<file path="src/rtl/dadda_pkg.sv">
// Shared types and helpers for the 16x16 sequencer built around one 8x8 Dadda array.
package dadda_pkg;

    localparam int HALF_W = 8;
    localparam int FULL_W = 16;

    typedef enum logic [1:0] {IDLE, ISSUE, DRAIN, DONE} state_t;

    typedef logic [1:0] step_t;
    typedef logic [4:0] shift_t;

    localparam shift_t SH0  = 5'd0;
    localparam shift_t SH8  = 5'd8;
    localparam shift_t SH16 = 5'd16;

    // Cross terms (steps 1 and 2) both land at bit 8.
    function automatic shift_t stepShift(input step_t step);
        case (step)
            2'd0:    return SH0;
            2'd3:    return SH16;
            default: return SH8;
        endcase
    endfunction

    function automatic logic [HALF_W-1:0] stepHalf(input logic [FULL_W-1:0] op, input logic selHigh);
        return selHigh ? op[FULL_W-1:HALF_W] : op[HALF_W-1:0];
    endfunction

endpackage

</file>
<file path="src/rtl/dadda_tag_pipe.sv">
// Delay line that carries each issued step's shift code alongside the multiplier latency.
module dadda_tag_pipe
    import dadda_pkg::*;
#(
    parameter int DEPTH = 0
) (
    input  logic   clk,
    input  logic   rst,
    input  logic   valid_i,
    input  shift_t shift_i,
    output logic   valid_o,
    output shift_t shift_o
);

    generate
        if (DEPTH == 0) begin : gen_wire
            logic unusedClkRst;
            assign unusedClkRst = clk | rst;
            assign valid_o      = valid_i;
            assign shift_o      = shift_i;
        end else begin : gen_pipe
            logic   [DEPTH-1:0] valid_q;
            shift_t             shift_q [DEPTH];

            always_ff @(posedge clk) begin
                if (rst) begin
                    valid_q <= '0;
                    for (int i = 0; i < DEPTH; i++) shift_q[i] <= SH0;
                end else begin
                    valid_q[0] <= valid_i;
                    shift_q[0] <= shift_i;
                    for (int i = 1; i < DEPTH; i++) begin
                        valid_q[i] <= valid_q[i-1];
                        shift_q[i] <= shift_q[i-1];
                    end
                end
            end

            assign valid_o = valid_q[DEPTH-1];
            assign shift_o = shift_q[DEPTH-1];
        end
    endgenerate

endmodule

</file>
<file path="src/rtl/dadda_mul16_seq.sv">
// Unsigned 16x16->32 multiply by issuing four 8x8 partial products to a shared Dadda array.
module dadda_mul16_seq
    import dadda_pkg::*;
#(
    parameter int MUL_LAT = 0,
    parameter int HALF_W  = 8
) (
    input  logic                clk,
    input  logic                rst,
    input  logic                start_valid,
    output logic                start_ready,
    input  logic [2*HALF_W-1:0] a,
    input  logic [2*HALF_W-1:0] b,
    output logic [HALF_W-1:0]   mul_a,
    output logic [HALF_W-1:0]   mul_b,
    output logic                mul_issue,
    input  logic [2*HALF_W-1:0] mul_p,
    output logic                res_valid,
    input  logic                res_ready,
    output logic [4*HALF_W-1:0] res_p,
    output logic                busy
);

    state_t        state_q;
    step_t         step_q;
    logic [1:0]    drainCnt_q;
    logic [15:0]   aHold_q, bHold_q;
    logic [31:0]   acc_q, accNext, resP_q;
    logic [7:0]    mulA_q, mulB_q;
    logic          mulIssue_q, resValid_q, startReady_q, busy_q;
    logic          tagValid;
    shift_t        tagShift;
    step_t         stepNext;

    dadda_tag_pipe #(.DEPTH(MUL_LAT)) u_tagPipe (
        .clk     (clk),
        .rst     (rst),
        .valid_i (mulIssue_q),
        .shift_i (stepShift(step_q)),
        .valid_o (tagValid),
        .shift_o (tagShift)
    );

    // Products arrive tagged with their weight; fold them in as they emerge.
    always_comb begin
        accNext = acc_q;
        if (tagValid) accNext = acc_q + (32'(mul_p) << tagShift);
    end

    assign stepNext = step_t'(step_q + 2'd1);

    always_ff @(posedge clk) begin
        if (rst) begin
            state_q      <= IDLE;
            step_q       <= 2'd0;
            drainCnt_q   <= 2'd0;
            aHold_q      <= '0;
            bHold_q      <= '0;
            acc_q        <= '0;
            resP_q       <= '0;
            mulA_q       <= '0;
            mulB_q       <= '0;
            mulIssue_q   <= 1'b0;
            resValid_q   <= 1'b0;
            startReady_q <= 1'b1;
            busy_q       <= 1'b0;
        end else begin
            acc_q <= accNext;
            case (state_q)
                IDLE: begin
                    if (start_valid) begin
                        aHold_q      <= a;
                        bHold_q      <= b;
                        acc_q        <= '0;
                        step_q       <= 2'd0;
                        mulA_q       <= stepHalf(a, 1'b0);
                        mulB_q       <= stepHalf(b, 1'b0);
                        mulIssue_q   <= 1'b1;
                        startReady_q <= 1'b0;
                        busy_q       <= 1'b1;
                        state_q      <= ISSUE;
                    end
                end
                ISSUE: begin
                    if (step_q == 2'd3) begin
                        mulIssue_q <= 1'b0;
                        drainCnt_q <= 2'd0;
                        if (MUL_LAT == 0) begin
                            resP_q     <= accNext;
                            resValid_q <= 1'b1;
                            busy_q     <= 1'b0;
                            state_q    <= DONE;
                        end else begin
                            state_q <= DRAIN;
                        end
                    end else begin
                        step_q <= stepNext;
                        mulA_q <= stepHalf(aHold_q, stepNext[1]);
                        mulB_q <= stepHalf(bHold_q, stepNext[0]);
                    end
                end
                DRAIN: begin
                    if (drainCnt_q == 2'(MUL_LAT - 1)) begin
                        resP_q     <= accNext;
                        resValid_q <= 1'b1;
                        busy_q     <= 1'b0;
                        state_q    <= DONE;
                    end else begin
                        drainCnt_q <= drainCnt_q + 2'd1;
                    end
                end
                DONE: begin
                    if (res_ready) begin
                        resValid_q   <= 1'b0;
                        startReady_q <= 1'b1;
                        state_q      <= IDLE;
                    end
                end
                default: state_q <= IDLE;
            endcase
        end
    end

    assign start_ready = startReady_q;
    assign mul_a       = mulA_q;
    assign mul_b       = mulB_q;
    assign mul_issue   = mulIssue_q;
    assign res_valid   = resValid_q;
    assign res_p       = resP_q;
    assign busy        = busy_q;

endmodule

</file>
<file path="config.mk">
export PLATFORM = sky130hd
export DESIGN_NAME = dadda_mul16_seq
export DESIGN_NICKNAME = d
export VERILOG_FILES = /design/src/rtl/dadda_pkg.sv /design/src/rtl/dadda_tag_pipe.sv /design/src/rtl/dadda_mul16_seq.sv
export SDC_FILE = /design/constraint.sdc
export NUM_CORES = 1
export LEC_CHECK = 0
export BUFFER_PORTS_ARGS = -buffer_cell sky130_fd_sc_hd__buf_2
export CAP_MARGIN = 20
export CORE_ASPECT_RATIO = 1.25
export CORE_MARGIN = 5
export CORE_UTILIZATION = 52
export DETAILED_ROUTE_END_ITERATION = 6
export PLACE_DENSITY_LB_ADDON = 0.12
export SLEW_MARGIN = 25
export SYNTH_ARGS = -nofsm -noshare
export SYNTH_HDL_FRONTEND = slang
export SYNTH_SLANG_ARGS = --single-unit
</file>
<file path="constraint.sdc">
create_clock -name clk -period 4.2 [get_ports clk]
set_clock_uncertainty 0.05 [all_clocks]
set_input_delay 0.42 -clock clk [delete_from_list [all_inputs] [get_ports clk]]
set_output_delay 0.42 -clock clk [all_outputs]
set_load 0.02 [all_outputs]
</file>
After elaboration in Yosys (flattened, before gate mapping)
Cells that the tools add are included.
- bits in registers: 122
- reductions and logical operators: 16
- shift-type cells: 1
- add/subtract/negate cells: 3
- muxes and demuxes: 38
- equal/unequal tests: 11
- operator list (cell ; number):
    32-bit two-way mux ; 5
    32-bit case mux with 2 select lines ; 1
    8-bit two-way mux ; 6
    32-bit adder ; 1
    8-bit case mux with 2 select lines ; 2
    16-bit by 5-bit left shift with 32-bit output ; 1
    2-bit two-way mux ; 8
    3-bit AND reduction ; 5
    2-bit != test, second input constant ; 6
    4-bit AND reduction ; 3
    5-bit case mux with 2 select lines ; 1
    2-bit == test, second input constant ; 4
    1-bit two-way mux ; 8
    2-bit case mux with 2 select lines ; 2
    2-bit case mux with 4 select lines ; 1
    1-bit case mux with 3 select lines ; 2
    2-bit nonzero test ; 3
    3-bit nonzero test ; 2
    2-bit by 1-bit adder with 2-bit output, second input constant ; 2
    2-bit zero test ; 2
    1-bit case mux with 2 select lines ; 2
    2-bit by 1-bit == test with 1-bit output, second input constant ; 1
    2-bit AND reduction ; 1

Longest topological paths before layout
Gate-level depths: netlist of the first run.
- depth in word-level cells: 7
- gate-level depth with buffers: 16

Hierarchy
Synthesis of the first run repeated with hierarchy kept, for this count alone.
- cells, all modules: 964
- area total of the unflattened synthesis: 7497.2 um^2
- modules (own cells, without submodules) (module ; cells each ; area an instance (um^2) ; instances ; sequential area each (um^2)):
    dadda_mul16_seq ; 958 ; 7452.1 ; 1 ; 2442.3
    dadda_tag_pipe ; 6 ; 45.0 ; 1 ; 0.0

Worst setup path before layout of the first run
No wires, ideal clock.
- path kind: register to register
- start: register step_q[0]
- end: register resP_q[28] (netlist: res_p[28])
- stages on the path, launching flop included: 17
- period minus slack after synthesis: 4.150 ns
- slack: 0.050 ns
- path buffers: 2
- required time: 4.054 ns
- data arrival time: 4.004 ns
- setup time: 0.096 ns
- cells stage by stage: dfxtp_1 > ha_1 > buf_1 > buf_1 > nor2_1 > and2_1 > ha_1 > fa_1 > a211oi_2 > o211ai_2 > nand2_1 > a2111oi_2 > a211oi_2 > o21bai_2 > a211oi_1 > nor4_2 > o41ai_2
- word-level cells in the longest chain between the ends: 7
- ends and longest elaborated chain (what ; RTL line ; RTL):
    start, declared ; dadda_mul16_seq.sv:25 ; step_t step_q;
    start signal, assigned ; dadda_mul16_seq.sv:97 ; step_q <= stepNext;
    2-bit == test / 2-bit zero test (equally long branches) ; dadda_pkg.sv:18, dadda_mul16_seq.sv:85 ;
    5-bit case mux with 2 select lines ; dadda_pkg.sv:18 ; case (step)
    16-bit by 5-bit left shift with 32-bit output ; dadda_mul16_seq.sv:47 ; if (tagValid) accNext = acc_q + (32'(mul_p) << tagShift);
    32-bit adder ; dadda_mul16_seq.sv:47 ;
    32-bit two-way mux ; dadda_mul16_seq.sv:47 ;
    32-bit two-way mux (on tied branches) ; dadda_mul16_seq.sv:103, dadda_mul16_seq.sv:85 ;
    32-bit case mux with 2 select lines ; dadda_mul16_seq.sv:69 ; case (state_q)
    end signal, assigned ; dadda_mul16_seq.sv:89 ; resP_q <= accNext;
    end signal, assigned ; dadda_mul16_seq.sv:104 ; resP_q <= accNext;
    end, declared ; dadda_mul16_seq.sv:28 ; logic [31:0] acc_q, accNext, resP_q;
Several ways; a longest one is shown, not always the timed one. The select of a mux whose other input is x is not followed.
A chain may end at the register's enable or synchronous reset.

Worst setup path in the final report of the first run
- start: register step_q[1]
- end: register resP_q[28] (netlist: res_p[28])
The elaborated chain is that of the path after synthesis.

==> qor.csv, run 1 <==
metric,value,unit
leading area contributor after synthesis,dfxtp_1,
dpl hpwl,12900,microns
ANT nets after route,0,
power density cells,706,mW/mm^2
WHS Path Cells,3,
Root Driver,clkbuf_16,
Iter 0 DRT Violations,341,
DRC viols,0,
Hold Path Sink,bHold_q[14],
CORE AREA,0.0127,sq mm
Slew @ Worst Pin,902,ps
critical path capture point type,flop,
initial core utilization,53.0,%
maximum vdd ir drop,0.374,mV
r2r startpoint,step_q[1],
drt wl/cell,16.3,microns
reg2reg end,res_p[28],
required time of the critical path,4490,ps
final hold violation count,0,
met1 Use GR,24.9,%
Reg2Reg Depth,14,
number of synthesized flops with an enable pin,0,
vias in the first global route,6356,
total wire length,18000,microns
reg-to-reg setup timing slack,260,ps
Cell variety after synth,57,
Post-Syn Instances,840,
critical path class,reg -> reg,
setup violators final,0,
final max-slew violation count,0,
dpl ws,136,ps
CP startpoint kind,flop,
GR peak layer,met2,
Ys Warns,0,
"Max FO, Critical Path",12,
Rows,46,
status,"finished, final reports clean",
remaining global-route overflow,0,
first-pass GRT wire length,29500,microns
Tcrit/Tclk final,93.9,%
htree depth,4,
routed vias/inst,5.80,
share of post-route cells with drive strength above 1,17.7,%
Initial DRT Pass Iterations,5,
CTS Sinks,122,
Worst path max stage delay,520,ps
Hold Path Class,in -> reg,
CTS tree,done,
total die area,0.0154,sq mm
met2 Track Usage GR,42.9,%
Setup WS post-layout,256,ps
syn nets,934,
total negative slack,0,ps
Critical Path AT,4230,ps
Synth top area share,36.2,%
CP cell instances,ha_2 -> nor2_1 -> and2_1 -> ha_1 -> fa_1 -> a211oi_2 -> o211ai_2 -> nand2_1 -> a2111oi_2 -> a211oi_2 -> o21bai_2 -> a211oi_1 -> nor4_2 -> o41ai_2,
via count,6391,
Total GRT Usage,23.7,%
synthesized cell area,0.00674,sq mm
NumNets Final,1014,
dominant synthesized flop cell,dfxtp_1,
FILL cells,1105,
Boundary Pins,104,
Layout area overhead,18.2,%
Worst Min Path Start,b[14],
# Max-Cap Violations,0,
GPL Wtd Cong,1.04,
Critical Path Slowest Stage Cell,ha_2,
met3 Use GR,6.99,%
sequential element share of the synthesized area,36.2,%
Yosys reg bits,122,
share of flip-flops with an asynchronous set or reset,0,%
Post-synth top cells,"139 x nor2_1, 122 x dfxtp_1, 102 x a21oi_1",
Clock transition at path regs,60,ps
fin crit period,3940,ps
largest net degree at the start of global routing,49,
Inserted Clock Buffers,17,
Die Y,137,microns
Peak Freq,254,MHz
PortBufs,103,
ant diodes,0,
syn avg cell area,8.03,sq um
RSZ-0062 raised after global routing,no,
Leakage,3.39,nW
latest clock arrival within the worst-skew pair,420,ps
Relative slew margins,39.3,%
Area contributors post-synth,"dfxtp_1 36%, nor2_1 7.7%, ha_1 7.6%, a21oi_1 7.6%, mux2i_1 6.4%",
top-count cell post-synth,nor2_1,
Bufs on Longest Clock Path,2,
Worst path most repeated cell,a211oi_2,
antenna violations before repair,0,
Die Wd,112,microns
report_power, final:
part	switching [W]	leakage, nW	internal [W]
clock	0.000548	0.303	0.000986
sequential	0.000168	0.998	0.00149
combinational	0.00157	2.09	0.000868
cells in the final DEF (no fill, tap or decap), types with 11 or more instances in the layout:
cell type / Yosys / routed
buf_2: 0 / 103
buf_4: 0 / 11
xnor2_1: 16 / 16
clkbuf_16: 0 / 17
and2_1: 12 / 11
nand2_1: 101 / 101
nor2_1: 139 / 138
a211oi_1: 48 / 48
o21ai_0: 24 / 24
dfxtp_1: 122 / 122
mux2i_1: 43 / 43
ha_1: 41 / 40
nor2b_1: 15 / 15
a21oi_1: 102 / 102
worst max path at each step:
stage | from | to | slack (ps) | cells after the start
3_5_place_dp | step_q[1] | res_p[28] | 140 | 14
4_1_cts | step_q[1] | res_p[28] | 100 | 14
2_1_floorplan | step_q[0] | res_p[28] | 50 | 16
3_3_place_gp | step_q[1] | res_p[28] | 370 | 14
5_1_grt | step_q[1] | res_p[28] | 90 | 14
6_report | step_q[1] | res_p[28] | 260 | 14
layout make-up:
class / count / area [sq um] / share of cell area, %
clock inverters: 12 / 163 / 2.04
clock buffers: 20 / 467 / 5.86
well taps: 168 / 210 / 2.64
repair buffers: 114 / 598 / 7.50
multi-input cells: 656 / 4060 / 50.9
flip-flops and latches: 122 / 2440 / 30.6
inverters: 9 / 33.8 / 0.424
flip-flops by register name, indices dropped and copies added, names as in the netlist:
register,cells
step_q,2
acc_q,32
mul_b,8
aHold_q,16
state_q,2
start_ready,1
mul_a,8
res_p,32
mul_issue,1
bHold_q,16
drainCnt_q,2
res_valid,1
busy,1
logic make-up (layout without fill, tap and decap cells):
logic type / Yosys count / in the layout / synth area share (%)
AO/OA/AOI/OAI: 234 / 234 / 22.3
XOR/XNOR: 25 / 25 / 3.25
adder cells (fa/ha/maj): 42 / 42 / 7.90
buffers and inverters: 62 / 155 / 3.79
flip-flops: 122 / 122 / 36.2
multiplexers: 44 / 44 / 6.61
AND/OR/NAND/NOR: 311 / 311 / 19.9
worst max-delay path, delay by kind of cell (launching register included):
family | cells | cell delay (ps)
compound gates | 7 | 1600
fa+ha+maj | 3 | 1190
simple gates | 4 | 690
flops | 1 | 330
stage by stage:
stage          utilization [%]  hold WS (ps)  cells  total power [W]  area (sq um)
2_1_floorplan                -           386    840          0.00347          6740
3_3_place_gp              57.7           391   1069          0.00404          7340
3_5_place_dp              57.7           396   1069          0.00410          7340
4_1_cts                   62.6           166   1101          0.00566          7970
5_1_grt                   62.7           185   1101          0.00599          7970
6_report                  62.7           188   1101          0.00563          7970
routing by layer:
metal	routed length [microns]	vias to the layer above
li1	-	3113
met1	6930	2956
met2	9010	256
met3	1300	66
met4	749	0
met5	0	-
what timing repair did:
item | 4_1_cts | 5_1_grt
setup buffers | 0 | 0
hold buffers | 0 | 0
endpoints found under the hold margin | 0 | 0
endpoints found under the setup margin | 0 | 2
resized for setup | 0 | 1
No activity file was read; power rests on OpenSTA's default activity.
==> run 2, diff against run 1 <==
Settings changed: MAX_ROUTING_LAYER from default to met4.
==> run 2 against run 1 <==
  * Global-route usage is 0.34 points higher
  * Total power is 0.48% lower
  * Non-clock buffer count is the same
  * Wire length fell by 0.97%
  * Sequential share of layout area up 0.063 points
  * Critical path type unchanged
  * Critical endpoint unchanged
  * Largest cell class unchanged
==> qor.csv, run 2 (synthesis results as in run 1) <==
metric,value,unit
ANT nets after route,0,
Die Wd,112,microns
share of post-route cells with drive strength above 1,17.7,%
Critical Path Slowest Stage Cell,ha_2,
Hold Path Class,in -> reg,
Worst path most repeated cell,a211oi_2,
dpl hpwl,13000,microns
largest net degree at the start of global routing,49,
total negative slack,0,ps
ant diodes,0,
Leakage,3.38,nW
total wire length,17800,microns
power density cells,704,mW/mm^2
Rows,46,
# Max-Cap Violations,0,
critical path capture point type,flop,
Peak Freq,252,MHz
DRC viols,0,
Clock transition at path regs,60,ps
Inserted Clock Buffers,17,
first-pass GRT wire length,29000,microns
vias in the first global route,6091,
RSZ-0062 raised after global routing,no,
r2r startpoint,step_q[1],
initial core utilization,53.0,%
Iter 0 DRT Violations,297,
Critical Path AT,4240,ps
CTS tree,done,
FILL cells,1119,
fin crit period,3970,ps
Boundary Pins,104,
maximum vdd ir drop,0.335,mV
Multi-input gate area,0.00406,sq mm
"Max FO, Critical Path",12,
drt wl/cell,16.2,microns
PortBufs,103,
register area,0.00244,sq mm
NumNets Final,1014,
Tcrit/Tclk final,94.5,%
Total GRT Usage,24.1,%
critical path class,reg -> reg,
total die area,0.0154,sq mm
Die Y,137,microns
Initial DRT Pass Iterations,5,
Bufs on Longest Clock Path,2,
CP cell instances,ha_2 -> nor2_1 -> and2_1 -> ha_1 -> fa_1 -> a211oi_2 -> o211ai_2 -> nand2_1 -> a2111oi_2 -> a211oi_2 -> o21bai_2 -> a211oi_1 -> nor4_2 -> o41ai_2,
Setup crit start,step_q[1],
required time of the critical path,4480,ps
latest clock arrival within the worst-skew pair,420,ps
most frequent cells in the layout,"138 x nor2_1, 122 x dfxtp_1, 103 x buf_2, 102 x a21oi_1, 101 x nand2_1",
Root Driver,clkbuf_16,
Slew @ Worst Pin,859,ps
Worst Min Path Start,a[10],
status,"finished, final reports clean",
Post-Place Cells,1069,
final hold violation count,0,
Worst path max stage delay,530,ps
CORE AREA,0.0127,sq mm
Buf/Inv on CP,0,
routed vias/inst,5.66,
htree depth,4,
CP startpoint kind,flop,
Layout area overhead,18.0,%
CP top delay family,compound AO/OA/AOI/OAI gates,
Relative slew margins,42.7,%
via count,6231,
CTS Sinks,122,
Post-Layout Cell Count,1101,
setup violators final,0,
GPL Wtd Cong,1.08,
remaining global-route overflow,0,
final max-slew violation count,0,
"commonest non-fill, non-tap cell in the layout",nor2_1,
antenna violations before repair,0,
-- run 2: worst reg2reg max path: cells and delay by family (launching register included) --
family	cells	cell delay, ps
compound gates	7	1590
simple gates	4	690
fa+ha+maj	3	1200
flops	1	340
-- run 2: path summary, 6_finish.rpt --
kind | endpoint | slack [ps] | cells past startpoint
setup reg to reg | res_p[28] | 230 | 14
hold / removal | aHold_q[10] | 180 | 3
hold reg to reg | bHold_q[4] | 400 | 2
setup / recovery | res_p[28] | 230 | 14
-- run 2: layout make-up --
| type | count | area share, % |
|---|---|---|
| Inverter | 9 | 0.425 |
| Sequential cell | 122 | 30.7 |
| Clock inverter | 15 | 2.36 |
| Timing Repair Buffer | 114 | 7.52 |
| Tap cell | 168 | 2.64 |
| Clock buffer | 17 | 5.35 |
| Multi-Input combinational cell | 656 | 51.0 |
-- run 2: per-stage QoR --
step | power (W) | worst slack (ps) | util, % | area, sq um | hold slack (ps)
after CTS | 0.00564 | 76.9 | 62.5 | 7950 | 167
after detailed placement | 0.00411 | 142 | 57.7 | 7340 | 398
final | 0.00560 | 231 | 62.5 | 7950 | 179
after floorplan | 0.00347 | 50.1 | - | 6740 | 386
after global routing | 0.00596 | 25.4 | 62.5 | 7950 | 172
after global placement | 0.00404 | 368 | 57.7 | 7340 | 391
-- run 2: power breakdown --
part           internal, W  total, W  switching (W)
registers          0.00149   0.00166       0.000170
logic             0.000866   0.00244        0.00157
clock network     0.000942   0.00151       0.000564
total              0.00329   0.00560        0.00231
-- run 2: repair_timing --
action / 4_1_cts / 5_1_grt
endpoints found under the setup margin: 0 / 3
gates resized for setup: 0 / 1
hold endpoints to repair: 0 / 0
hold buffers: 0 / 0
setup buffers: 0 / 0
-- run 2: per-layer routing --
layer | track usage (%) | wire [microns]
met1 | 26.2 | 7210
met2 | 42.4 | 9000
met3 | 5.45 | 1030
met4 | 10.4 | 565
met5 | - | 0
==> run 3, diff against run 2 <==
Settings changed: ABC_AREA from default to 1, CORE_UTILIZATION 52 to 53.
==> run 3 against run 2 <==
  * Sequential power increased by 3%
  * First-iteration DRC count increased by 69%
  * Global-route usage increased by 2.1 points
  * Final cell count increased by 38%
  * Worst setup slack improved by 590 ps
  * Synthesized cell count increased by 47%
  * Non-clock buffer count unchanged
  * Clock power decreased by 5%
  * Critical path type unchanged
  * Largest cell class unchanged
==> qor.csv, run 3 <==
metric,value,unit
total wire length,20800,microns
top-count cell post-synth,nand2_1,
critical path capture point type,flop,
CTS tree,done,
syn avg cell area,6.17,sq um
Total GRT Usage,26.2,%
remaining global-route overflow,0,
Ys Warns,0,
number of synthesized flops with an enable pin,0,
switch share,43.9,%
RSZ-0062 raised after global routing,no,
maximum vdd ir drop,0.398,mV
required time of the critical path,4460,ps
Die Wd,117,microns
Leakage,4.81,nW
reg-to-reg setup timing slack,820,ps
Rows,49,
CP startpoint kind,flop,
FILL cells,1421,
most frequent cells in the layout,"314 x nand2_1, 224 x nor2_1, 180 x inv_1, 122 x dfxtp_1, 103 x buf_2",
NumNets Final,1418,
Yosys reg bits,122,
htree depth,4,
# Max-Cap Violations,0,
Psw,0.00260,W
Bufs on Longest Clock Path,2,
share of flip-flops with an asynchronous set or reset,0,%
power density cells,674,mW/mm^2
Tcrit/Tclk final,80.5,%
latest clock arrival within the worst-skew pair,420,ps
Setup WS post-layout,818,ps
via count,7598,
combinational share of power,46.8,%
Cell variety after synth,41,
Die Y,144,microns
register share of total power,28.9,%
Hold Path Class,in -> reg,
Boundary Pins,104,
Area contributors post-synth,"dfxtp_1 32%, nand2_1 15%, nor2_1 11%, inv_1 8.9%, ha_1 6.7%",
final hold violation count,0,
antenna violations before repair,0,
first-pass GRT wire length,33800,microns
Post-Syn Instances,1234,
"Max FO, Critical Path",15,
Layout area overhead,15.5,%
CTS Sinks,122,
hold buffer count at CTS,0,
ant diodes,0,
cts repair resizes,0,
status,"finished, final reports clean",
routed vias/inst,5.02,
Clock transition at path regs,60,ps
critical path class,reg -> reg,
largest net degree at the start of global routing,63,
P_int,0.00332,W
Critical Path AT,3640,ps
initial core utilization,53.5,%
PortBufs,103,
"commonest non-fill, non-tap cell in the layout",nand2_1,
DRC viols,0,
ANT nets after route,0,
Root Driver,clkbuf_16,
dominant synthesized flop cell,dfxtp_1,
final max-slew violation count,0,
Synth top area share,32.1,%
Post-synth top cells,"314 x nand2_1, 224 x nor2_1, 180 x inv_1",
setup violators final,0,
drt wl/cell,13.7,microns
GPL Wtd Cong,0.991,
clock power share,24.3,%
setup bufs post-CTS,0,
Initial DRT Pass Iterations,5,
Iter 0 DRT Violations,503,
total negative slack,0,ps
fin crit period,3380,ps
sequential element share of the synthesized area,32.1,%
vias in the first global route,7028,
Peak Freq,296,MHz
syn nets,1328,
dpl ws,864,ps
share of post-route cells with drive strength above 1,12.7,%
CORE AREA,0.0142,sq mm
leading area contributor after synthesis,dfxtp_1,
total die area,0.0169,sq mm
Inserted Clock Buffers,17,
Slew @ Worst Pin,807,ps
synthesized cell area,0.00761,sq mm
dpl hpwl,15900,microns
Relative slew margins,45.9,%
run 3: cell count changes in the layout (fill, tap and decap cells not counted), moves of 18 or more:
cell      previous run  this run
nor2_1             138       224
inv_1                9       180
a21oi_1            102        84
mux2i_1             43         3
a211oi_1            48         2
nand2_1            101       314
o21ai_0             24        93
nand3_1              9        56
run 3: layout make-up:
| class | count | area, sq um | area share [%] |
|---|---|---|---|
| Multi-Input combinational cell | 883 | 4250 | 48.3 |
| Tap cell | 178 | 223 | 2.53 |
| Inverter | 186 | 698 | 7.94 |
| Sequential cell | 122 | 2440 | 27.8 |
| Timing Repair Buffer | 114 | 598 | 6.80 |
| Clock inverter | 10 | 118 | 1.34 |
| Clock buffer | 22 | 464 | 5.28 |
run 3: per-stage QoR:
step                      cells  util [%]  instance area [sq um]  total power [W]  hold slack [ps]
after floorplan            1234         -                   7610          0.00378              398
after global placement     1483      57.7                   8210          0.00447              406
after global routing       1515      61.8                   8790          0.00641              211
after CTS                  1515      61.8                   8790          0.00596              183
final                      1515      61.8                   8790          0.00592              195
after detailed placement   1483      57.7                   8210          0.00450              415
run 3: final timing paths:
kind	startpoint	to	cells past startpoint
worst max-delay path	step_q[0]	res_p[27]	19
worst min-delay path	b[11]	bHold_q[11]	3
worst max register to register	step_q[0]	res_p[27]	19
worst min register to register	drainCnt_q[1]	drainCnt_q[1]	2
run 3: metal layers:
metal | global-route usage, % | share of wire, % | vias up
li1 | - | - | 4029
met4 | 9.12 | 2.6 | 0
met1 | 32.5 | 45 | 3356
met2 | 42.5 | 48 | 179
met3 | 4.90 | 5.2 | 34
met5 | - | 0 | -
run 3: power groups by stage:
stage          Combinational, W  Sequential [W]  Clock [W]
2_1_floorplan           0.00180         0.00198          0
3_3_place_gp            0.00275         0.00172          0
3_5_place_dp            0.00277         0.00173          0
4_1_cts                 0.00278         0.00171    0.00147
5_1_grt                 0.00314         0.00175    0.00151
6_report                0.00277         0.00171    0.00144
run 3: critical path, stage by stage (launching register included):
cell     delay (ps)
dfxtp_1         300
buf_4           170
ha_1            230
inv_1           330
nand2_1         330
buf_4           270
nand2_1          70
inv_1            40
ha_1            360
nand2_1         120
nor2_1          190
inv_1            90
nor3_2          150
nand2_1         100
nand2_1          90
nand2_1          40
nand3_1         100
nand3_1         120
nand2_1          90
inv_1            30
run 3: logic make-up (layout without fill, tap and decap cells):
family | count (synthesis) | after routing | synth area share [%]
muxes | 3 | 3 | 0.394
DFF | 122 | 122 | 32.1
adders and majority gates | 42 | 42 | 7.00
AOI/OAI and AO/OA | 191 | 191 | 13.0
xor gates and xnor gates | 16 | 16 | 1.84
buffers and inverters | 229 | 332 | 12.1
and+or+nand+nor | 631 | 631 | 33.6
